**src/rtl/lc3_mem_arbiter_if.sv**
```systemverilog
// Core-side and memory-side signals of the LC3 fetch/data memory arbiter.
// slave = arbiter view; master = the core plus memory that surround it.
interface lc3_mem_arbiter_if;
  logic        i_macc;
  logic        instrmem_rd;
  logic [15:0] pc;
  logic        d_macc;
  logic        data_rd;
  logic [15:0] data_addr;
  logic [15:0] data_din;
  logic [15:0] instr_dout;
  logic [15:0] data_dout;
  logic        complete_instr;
  logic        complete_data;
  logic        mem_req;
  logic        mem_we;
  logic [15:0] mem_addr;
  logic [15:0] mem_wdata;
  logic [15:0] mem_rdata;
  logic        mem_ack;
  logic        arb_timeout;

  modport slave (
    input  i_macc, instrmem_rd, pc, d_macc, data_rd, data_addr, data_din,
    input  mem_rdata, mem_ack,
    output instr_dout, data_dout, complete_instr, complete_data,
    output mem_req, mem_we, mem_addr, mem_wdata, arb_timeout
  );

  modport master (
    output i_macc, instrmem_rd, pc, d_macc, data_rd, data_addr, data_din,
    output mem_rdata, mem_ack,
    input  instr_dout, data_dout, complete_instr, complete_data,
    input  mem_req, mem_we, mem_addr, mem_wdata, arb_timeout
  );
endinterface

```
**src/rtl/lc3_mem_arbiter.sv**
```systemverilog
// Serialises LC3 fetch and data accesses onto one memory port; ties go round-robin with LC3_ARB_RR_EN, else data-first.
// Latency: request to complete_x is 2 cycles minimum, TIMEOUT+1 cycles when mem_ack never comes.
// Backpressure: requesters stall by holding macc; memory stalls by withholding mem_ack, bounded by TIMEOUT.
module lc3_mem_arbiter #(
  parameter int TIMEOUT = 16
) (
  input logic           clk,
  input logic           rst,
  lc3_mem_arbiter_if.slave bus
);

  localparam logic [1:0] IDLE   = 2'd0;
  localparam logic [1:0] BUSY_I = 2'd1;
  localparam logic [1:0] BUSY_D = 2'd2;
  localparam logic [1:0] DONE   = 2'd3;

  localparam logic [15:0] WAIT_LAST = 16'(TIMEOUT - 1);

  logic [1:0]  state;
  logic [15:0] wait_cnt;
  logic        req_i;
  logic        req_d;
  logic        pick_d;
  logic        wait_over;

  // A requester still showing its complete pulse cannot be re-granted.
  assign req_i     = bus.i_macc & bus.instrmem_rd & ~bus.complete_instr;
  assign req_d     = bus.d_macc & ~bus.complete_data;
  assign wait_over = (wait_cnt == WAIT_LAST);

`ifdef LC3_ARB_RR_EN
  logic last_d;

  assign pick_d = req_d & (~req_i | ~last_d);

  always_ff @(posedge clk or posedge rst) begin
    if (rst) begin
      last_d <= 1'b1;
    end else if (state == IDLE && (req_i | req_d)) begin
      last_d <= pick_d;
    end
  end
`else
  assign pick_d = req_d;
`endif

  always_ff @(posedge clk or posedge rst) begin
    if (rst) begin
      state              <= IDLE;
      wait_cnt           <= 16'h0000;
      bus.mem_req        <= 1'b0;
      bus.mem_we         <= 1'b0;
      bus.mem_addr       <= 16'h0000;
      bus.mem_wdata      <= 16'h0000;
      bus.instr_dout     <= 16'h0000;
      bus.data_dout      <= 16'h0000;
      bus.complete_instr <= 1'b0;
      bus.complete_data  <= 1'b0;
      bus.arb_timeout    <= 1'b0;
    end else begin
      bus.complete_instr <= 1'b0;
      bus.complete_data  <= 1'b0;
      case (state)
        IDLE: begin
          if (req_i | req_d) begin
            state       <= pick_d ? BUSY_D : BUSY_I;
            wait_cnt    <= 16'h0000;
            bus.mem_req <= 1'b1;
            bus.mem_addr  <= pick_d ? bus.data_addr : bus.pc;
            bus.mem_we    <= pick_d & ~bus.data_rd;
            bus.mem_wdata <= pick_d ? bus.data_din : 16'h0000;
          end
        end
        BUSY_I, BUSY_D: begin
          if (bus.mem_ack) begin
            state       <= DONE;
            bus.mem_req <= 1'b0;
            if (state == BUSY_I) begin
              bus.instr_dout     <= bus.mem_rdata;
              bus.complete_instr <= 1'b1;
            end else begin
              // Writes leave data_dout holding the last read value.
              if (!bus.mem_we) begin
                bus.data_dout <= bus.mem_rdata;
              end
              bus.complete_data <= 1'b1;
            end
          end else if (wait_over) begin
            state           <= DONE;
            bus.mem_req     <= 1'b0;
            bus.arb_timeout <= 1'b1;
            if (state == BUSY_I) begin
              bus.instr_dout     <= 16'h0000;
              bus.complete_instr <= 1'b1;
            end else begin
              bus.data_dout     <= 16'h0000;
              bus.complete_data <= 1'b1;
            end
          end else begin
            wait_cnt <= wait_cnt + 16'h0001;
          end
        end
        DONE: begin
          state <= IDLE;
        end
        default: begin
          state <= IDLE;
        end
      endcase
    end
  end

endmodule

```
**src/flat_wrapper.sv**
```systemverilog
// flat-port wrapper written by rule: the top's interface ports become plain ports
module lc3_mem_arbiter_flat 
#(
  parameter int TIMEOUT = 16
)
  (clk, rst, bus_i_macc, bus_instrmem_rd, bus_pc, bus_d_macc, bus_data_rd, bus_data_addr, bus_data_din, bus_mem_rdata, bus_mem_ack, bus_instr_dout, bus_data_dout, bus_complete_instr, bus_complete_data, bus_mem_req, bus_mem_we, bus_mem_addr, bus_mem_wdata, bus_arb_timeout);
  lc3_mem_arbiter_if bus_i ();
  input logic clk;
  input logic rst;
  input wire logic [$bits(bus_i.i_macc)-1:0] bus_i_macc;
  input wire logic [$bits(bus_i.instrmem_rd)-1:0] bus_instrmem_rd;
  input wire logic [$bits(bus_i.pc)-1:0] bus_pc;
  input wire logic [$bits(bus_i.d_macc)-1:0] bus_d_macc;
  input wire logic [$bits(bus_i.data_rd)-1:0] bus_data_rd;
  input wire logic [$bits(bus_i.data_addr)-1:0] bus_data_addr;
  input wire logic [$bits(bus_i.data_din)-1:0] bus_data_din;
  input wire logic [$bits(bus_i.mem_rdata)-1:0] bus_mem_rdata;
  input wire logic [$bits(bus_i.mem_ack)-1:0] bus_mem_ack;
  output wire logic [$bits(bus_i.instr_dout)-1:0] bus_instr_dout;
  output wire logic [$bits(bus_i.data_dout)-1:0] bus_data_dout;
  output wire logic [$bits(bus_i.complete_instr)-1:0] bus_complete_instr;
  output wire logic [$bits(bus_i.complete_data)-1:0] bus_complete_data;
  output wire logic [$bits(bus_i.mem_req)-1:0] bus_mem_req;
  output wire logic [$bits(bus_i.mem_we)-1:0] bus_mem_we;
  output wire logic [$bits(bus_i.mem_addr)-1:0] bus_mem_addr;
  output wire logic [$bits(bus_i.mem_wdata)-1:0] bus_mem_wdata;
  output wire logic [$bits(bus_i.arb_timeout)-1:0] bus_arb_timeout;
  assign bus_i.i_macc = bus_i_macc;
  assign bus_i.instrmem_rd = bus_instrmem_rd;
  assign bus_i.pc = bus_pc;
  assign bus_i.d_macc = bus_d_macc;
  assign bus_i.data_rd = bus_data_rd;
  assign bus_i.data_addr = bus_data_addr;
  assign bus_i.data_din = bus_data_din;
  assign bus_i.mem_rdata = bus_mem_rdata;
  assign bus_i.mem_ack = bus_mem_ack;
  assign bus_instr_dout = bus_i.instr_dout;
  assign bus_data_dout = bus_i.data_dout;
  assign bus_complete_instr = bus_i.complete_instr;
  assign bus_complete_data = bus_i.complete_data;
  assign bus_mem_req = bus_i.mem_req;
  assign bus_mem_we = bus_i.mem_we;
  assign bus_mem_addr = bus_i.mem_addr;
  assign bus_mem_wdata = bus_i.mem_wdata;
  assign bus_arb_timeout = bus_i.arb_timeout;
  lc3_mem_arbiter #(.TIMEOUT(TIMEOUT)) u_core (.clk(clk), .rst(rst), .bus(bus_i));
endmodule
```
**config.mk**
```make
export PLATFORM = sky130hd
export DESIGN_NAME = lc3_mem_arbiter_flat
export DESIGN_NICKNAME = d
export VERILOG_FILES = /design/src/rtl/lc3_mem_arbiter_if.sv /design/src/rtl/lc3_mem_arbiter.sv /design/src/flat_wrapper.sv
export SDC_FILE = /design/constraint.sdc
export NUM_CORES = 1
export LEC_CHECK = 0
export CORE_ASPECT_RATIO = 0.6
export CORE_MARGIN = 1.5
export CORE_UTILIZATION = 45
export DETAILED_ROUTE_END_ITERATION = 16
export GPL_ROUTABILITY_DRIVEN = 0
export PLACE_DENSITY = 0.9
export SLEW_MARGIN = 30
export SYNTH_ARGS = -nofsm -noshare
export SYNTH_HDL_FRONTEND = slang
export SYNTH_SLANG_ARGS = --single-unit
```
**constraint.sdc**
```tcl
create_clock -name clk -period 2.8 [get_ports clk]
set_input_delay 0.28 -clock clk [delete_from_list [all_inputs] [get_ports clk]]
set_output_delay 0.28 -clock clk [all_outputs]
set_load 0.05 [all_outputs]
```
==> impl_metrics.toml, run 1 <==
[outcome]
status = "finished clean"

[clock_tree]
cts_sinks = 87
clkLatencyLatePin_ns = 0.34
postCtsSetupBuffers = 0
cts-root-buf = "clkbuf_16"
clockBufferDepth = 2
numCtsBuffers = 9
clk_pin_slew_ns = 0.07
hold_buffers = 0
tritoncts = "built"
post_cts_resized = 0
cts_max_level = 3

[critical_path]
slowest_delay_ns = 0.41
required_ns = 3.02
path_max_fanout = 16
crit_chain = "ha_1 -> and3_2 -> and4_1 -> o2111ai_4 -> a22o_2"
worst_ep_arrival_time_ns = 2.33
crit_path_start_kind = "flip-flop"
worstSetupPathType = "reg -> reg"
end_kind = "flip-flop"
crit_slowest_cell = "dfrtp_1"

[die]
die_y_um = 75.5
ioPinCount = 140
row_count = 26
coreArea_sq_um = 8490
chipWidth_um = 124
start_util_pct = 46.4
dieArea_sq_um = 9340

[yosys]
yosysUniqueCellTypes = 45
yosys_warnings = 0
synth_edf_count = 0
syn_area_sq_um = 3940
yosysTopAreaCellShare_pct = 55.3
yosys.area_share.simple_pct = 12.9
syn_area_per_cell_sq_um = 11.9
synthArstFlopShare_pct = 100
ys_ff_latch = 87
synth_top_family_by_area = "compound AO/OA/AOI/OAI gates"
synth.area.mux_share_pct = 5.15
synth-main-ff-cell = "dfrtp_1"
synthXorXnorAreaFrac_pct = 0
synth-compound-area-share_pct = 20.8
synth_seq_area_share_pct = 55.3
netlist.top_cell.by_area = "dfrtp_1"
synthCells = 330
synthTopCellsByArea = "dfrtp_1 (55%), a22o_1 (9.3%), mux2i_1 (4.6%), o21ai_0 (2.8%), nand2_1 (2.6%)"
syn-num-nets = 406
synthAdderAreaFrac_pct = 1.59

[drt]
initialDrtViolationCount = 145
vias_per_cell = 5.76
routed_wl_mm = 10.8
drt_drc_violations_left = 0
routedWlPerCell_um = 18.6
vias = 3356
ant_nets = 0
drt-pass1-iter-count = 5

[timing]
finalCriticalPeriod_ns = 2.11
fmax_ghz = 0.474
clock_skew_ns = 0.00847
rsz0062_at_grt = "no"
tightest_slew_ns = 0.834
slew_viol_final = 0
fin_setup_tns_ns = 0
finalSetupViolations = 0
fin_crit_sh_pct = 75.3
hold_viol = 0
timing.hold.ws_ns = 0.184
relSlewSlack_pct = 44.4

[final_layout]
syn_to_final_growth_pct = 45.1
antenna_cells = 0
num-fill-cells = 621
drive_gt1_share_pct = 9.77
final_nets = 542

[pwr]
powerDensity_nw_per_um2 = 1330
power.total_w = 0.00758
p_leak_nw = 2.53
vdd_ir_drop_max_mv = 0.782

[global_routing]
grt_use_total_pct = 23.6
antenna_found_initial = 0
grt_max_degree = 50
grt_pass1_vias = 3123
grt-ovfl-total = 0
grt_first_pass_wirelength_mm = 16.3

[min_path]
holdCritPathClass = "in -> async"

[placed_design]
dp_hpwl_mm = 7.78
portBuffers = 139

[job]
cap_viol_max_count = 0
through the flow:
step / cell area (sq um) / setup WS, ns / util (%) / cells
2_1_floorplan: 3940 / 0.270 / - / 330
3_3_place_gp: 5420 / 0.723 / 63.8 / 567
3_5_place_dp: 5420 / 0.601 / 63.8 / 567
4_1_cts: 5710 / 0.718 / 67.3 / 583
5_1_grt: 5710 / 0.598 / 67.3 / 583
6_report: 5710 / 0.691 / 67.3 / 583
critical path: cells and delay by family, from the launching register on:
| kind | cells | cell delay [ns] |
|---|---|---|
| compound gates | 2 | 0.68 |
| fa+ha+maj | 1 | 0.26 |
| flops | 1 | 0.41 |
| simple gates | 2 | 0.64 |
registers in the layout (all words and copies together), names as in the netlist, 2 cells and up:
register and flops:
u_core.wait_cnt 16, u_core.bus.mem_addr 16, u_core.bus.data_dout 16, u_core.bus.mem_wdata 16, u_core.state 2, u_core.bus.instr_dout 16
cell type report:
type                    count  area, sq um  area share (%)
inverters                  11         42.5           0.744
repair buffers            147         1460            25.6
clock inverters             7         72.6            1.27
flip-flops and latches     87         2180            38.1
multi-input cells         210         1590            27.9
clock buffers               9          225            3.94
well taps                 112          140            2.45
power breakdown:
group / switching [W] / internal, W / leakage, nW
sequential: 0.000404 / 0.00178 / 1.11
combinational: 0.00268 / 0.00154 / 1.28
clock: 0.000547 / 0.000630 / 0.143
layout by cell type (no fill, tap or decap), types with 2 or more instances in the layout:
| cell | n |
|---|---|
| nand3b_1 | 2 |
| nor4_4 | 3 |
| inv_6 | 2 |
| clkdlybuf4s50_1 | 139 |
| inv_1 | 10 |
| dfrtp_1 | 87 |
| nand3_1 | 3 |
| a21oi_1 | 2 |
| mux2i_1 | 18 |
| a22o_1 | 42 |
| a31oi_1 | 12 |
| buf_4 | 7 |
| inv_8 | 2 |
| ha_1 | 5 |
| nor2_1 | 5 |
| o21ai_0 | 22 |
| nand2b_1 | 7 |
| a221o_1 | 5 |
| nor2b_1 | 2 |
| nand2_1 | 27 |
| a22o_2 | 6 |
| nor4_1 | 4 |
| o221ai_1 | 2 |
| and4_1 | 2 |
| nand4_1 | 10 |
| clkbuf_16 | 9 |
| mux2_2 | 2 |
| nor3_2 | 2 |
| nor3_1 | 2 |
| and3_1 | 6 |
| nor3b_1 | 4 |
path summary, 6_finish.rpt:
path                                                         start                                    to  slack (ns)  depth (start not counted)
worst max register to register      u_core.wait_cnt[0]$_DFFE_PP0P_  u_core.bus.data_dout[14]$_DFFE_PP0P_        0.69                          5
min in group clk                u_core.bus.arb_timeout$_DFFE_PP0P_    u_core.bus.arb_timeout$_DFFE_PP0P_        0.47                          1
worst min register to register  u_core.bus.arb_timeout$_DFFE_PP0P_    u_core.bus.arb_timeout$_DFFE_PP0P_        0.47                          1
max in group asynchronous                                      rst  u_core.bus.data_dout[15]$_DFFE_PP0P_        1.97                          3
worst max-delay path                u_core.wait_cnt[0]$_DFFE_PP0P_  u_core.bus.data_dout[14]$_DFFE_PP0P_        0.69                          5
worst min-delay path                                           rst   u_core.bus.mem_addr[13]$_DFFE_PP0P_        0.18                          2
Yosys cell counts, types with 2 or more instances:
cell      instances
nand4_1          10
mux2i_1          18
nor3b_1           4
nor2_1            5
nor4_4            3
mux2_2            2
a21oi_1           2
ha_1              5
buf_6             4
a22o_2            6
nor4_1            4
o221ai_1          2
o21ai_0          22
clkbuf_1          8
inv_1            11
dfrtp_1          87
buf_2             9
nand2b_1          7
a31oi_1          12
nand3b_1          2
nand3_1           3
nor3_1            2
and4_1            2
and3_1            6
nor3_2            2
a221o_1           5
nor2b_1           2
a22o_1           42
nand2_1          27
metal layers:
layer | track usage [%] | routed length (um) | vias up
met5 | 0 | 0 | -
met4 | 9.32 | 201 | 0
met3 | 6.74 | 943 | 18
met2 | 36.7 | 4720 | 173
met1 | 31.8 | 4970 | 1641
li1 | - | - | 1524
cell families after synthesis:
kind of cell / after synthesis
compound gates: 101
fa+ha+maj: 5
buf+inv: 33
flops: 87
mux: 20
simple gates: 84
(Power assumes the default switching activity.)
==> inputs of run 2 (changes only) <==
- CORE_UTILIZATION: 45 -> 41
- PLACE_DENSITY: 0.9 -> 0.87
- clock period: 2.8 -> 1.85 ns (I/O delays scaled with it)
==> run 2 against run 1 <==
Net effect: total power is 58% higher; cell count is 8.1% higher; sequential share of layout area is 1.9 points lower; clock-buffer cell count stayed put; clock power is 49% higher; global-route usage is 0.78 points lower; die area is 9.4% higher; sequential cell count stayed put; core utilization is 2.2 points lower; combinational power is 66% higher; critical path type unchanged.
==> impl_metrics.toml, run 2 (same netlist as run 1, synthesis figures left out) <==
[outcome]
status = "finished clean"

[pwr]
power_frac_seq_pct = 26.9
p_leak_nw = 2.67
powerDensity_nw_per_um2 = 1990
power.share.clock_pct = 14.7
vdd_ir_drop_max_mv = 1.32
p_comb_share_pct = 58.4
p_switching_w = 0.00564
switching_share_pct = 47.2
power.internal_w = 0.00632

[critical_path]
end_kind = "flip-flop"
required_ns = 2.08
crit_chain = "nor4_4 -> and4_4 -> buf_6 -> o211ai_4 -> buf_4 -> a22o_1"
crit_path_start_kind = "flip-flop"
r2r_end = "u_core.bus.instr_dout[7]$_DFFE_PP0P_"
crit_slowest_cell = "dfrtp_1"
crit_path_start = "u_core.wait_cnt[10]$_DFFE_PP0P_"
r2r-start = "u_core.wait_cnt[10]$_DFFE_PP0P_"
rrSetupSlack_ns = 0.03
slowest_delay_ns = 0.41
worst_ep_arrival_time_ns = 2.05
worstSetupPathType = "reg -> reg"
path_max_fanout = 5
rr_worst_depth = 6

[final_layout]
multiInputGateArea_sq_um = 1650
regArea_sq_um = 2180
final_nets = 571
final_cell_mix = "clkdlybuf4s50_1 (138), dfrtp_1 (86), a22o_1 (42)"
drive_gt1_share_pct = 17.0
num-fill-cells = 698
antenna_cells = 0
mostFrequentLayoutCell = "clkdlybuf4s50_1"
syn_to_final_growth_pct = 52.9

[clock_tree]
numCtsBuffers = 9
cts_max_level = 3
cts_sinks = 87
hold_buffers = 0
cts-root-buf = "clkbuf_16"
tritoncts = "built"
clk_pin_slew_ns = 0.07
clkLatencyLatePin_ns = 0.35
clockBufferDepth = 2

[job]
cap_viol_max_count = 0

[die]
row_count = 27
dieArea_sq_um = 10200
chipWidth_um = 130
die_y_um = 78.9
coreArea_sq_um = 9260
ioPinCount = 140
start_util_pct = 42.6

[timing]
finalSetupViolations = 0
relSlewSlack_pct = 53.6
clock_skew_ns = 0.00682
fin_setup_tns_ns = 0
hold_viol = 0
tightest_slew_ns = 0.696
rsz0062_at_grt = "yes"
setup_ws_ns = 0.0282
slew_viol_final = 0
fmax_ghz = 0.549
fin_crit_sh_pct = 98.5
finalCriticalPeriod_ns = 1.82

[placed_design]
place_ws_ns = -0.128
portBuffers = 139
dp_hpwl_mm = 7.60

[global_routing]
grt_first_pass_wirelength_mm = 17.7
grt_max_degree = 88
grt_use_total_pct = 22.8
antenna_found_initial = 0
grt_pass1_vias = 3510
grt-ovfl-total = 0

[drt]
drt-pass1-iter-count = 5
vias = 3449
initialDrtViolationCount = 292
routedWlPerCell_um = 17.9
drt_drc_violations_left = 0
vias_per_cell = 5.47
met2_wirelength_mm = 5.43
wl_met3_um = 800
routed_wl_mm = 11.3
ant_nets = 0
top_layer_used = "met4"
met1_length_mm = 4.83

[min_path]
holdCritPathClass = "in -> async"
-- run 2: changes by cell type in the layout (fill, tap and decap cells not counted), sizes merged --
cell	before	now
buf	8	38
inv	14	13
clkdlybuf4s50	139	138
clkinvlp	1	2
-- run 2: worst max path at each step --
stage	to	slack [ns]
2_1_floorplan	u_core.state[0]$_DFFE_PP0P_	0.007
3_3_place_gp	u_core.bus.instr_dout[14]$_DFFE_PP0P_	0.007
3_5_place_dp	u_core.bus.instr_dout[7]$_DFFE_PP0P_	-0.13
4_1_cts	u_core.wait_cnt[6]$_DFFE_PP0P_	0.01
5_1_grt	u_core.wait_cnt[15]$_DFFE_PP0P_	-0.02
6_report	u_core.bus.instr_dout[7]$_DFFE_PP0P_	0.03
-- run 2: layout make-up --
class	count	share of cell area, %
clock inverter	7	1.10
sequential	87	36.2
inverter	11	0.748
tap	130	2.70
timing repair buffer	176	28.1
multi-input combinational	210	27.4
clock buffer	9	3.74
-- run 2: per-layer routing --
metal / track usage (%) / vias up
met4: 7.44 / 0
met3: 6.94 / 21
met2: 37.2 / 152
li1: - / 1578
met5: 0 / -
met1: 29.2 / 1698
-- run 2: timing repair --
item	in CTS	in global routing
endpoints found under the setup margin	26	48
setup buffers	3	3
pin swaps	1	4
gates resized for setup	5	11
-- run 2: critical path: cells and delay by family (launching register included) --
family	cells	cell delay [ns]
and+or+nand+nor	2	0.68
DFF	1	0.41
buffers and inverters	2	0.31
AOI/OAI and AO/OA	2	0.30
-- run 2: power by group through the flow --
stage / logic (W) / registers (W) / clock network, W
after floorplan: 0.00217 / 0.00544 / 0
after detailed placement: 0.00678 / 0.00319 / 0
final: 0.00699 / 0.00321 / 0.00176
after global placement: 0.00657 / 0.00318 / 0
after global routing: 0.00738 / 0.00330 / 0.00188
after CTS: 0.00686 / 0.00320 / 0.00178
-- run 2: through the flow --
| stage | utilization [%] | cells | area (sq um) | power (W) | hold WS (ns) |
|---|---|---|---|---|---|
| floorplan | - | 330 | 3940 | 0.00761 | 0.292 |
| global route | 65.1 | 630 | 6020 | 0.0126 | 0.384 |
| global placement | 60.6 | 608 | 5610 | 0.00976 | 0.463 |
| finish | 65.1 | 630 | 6020 | 0.0120 | 0.283 |
| CTS | 64.2 | 627 | 5940 | 0.0118 | 0.339 |
| detailed placement | 60.6 | 608 | 5610 | 0.00996 | 0.474 |
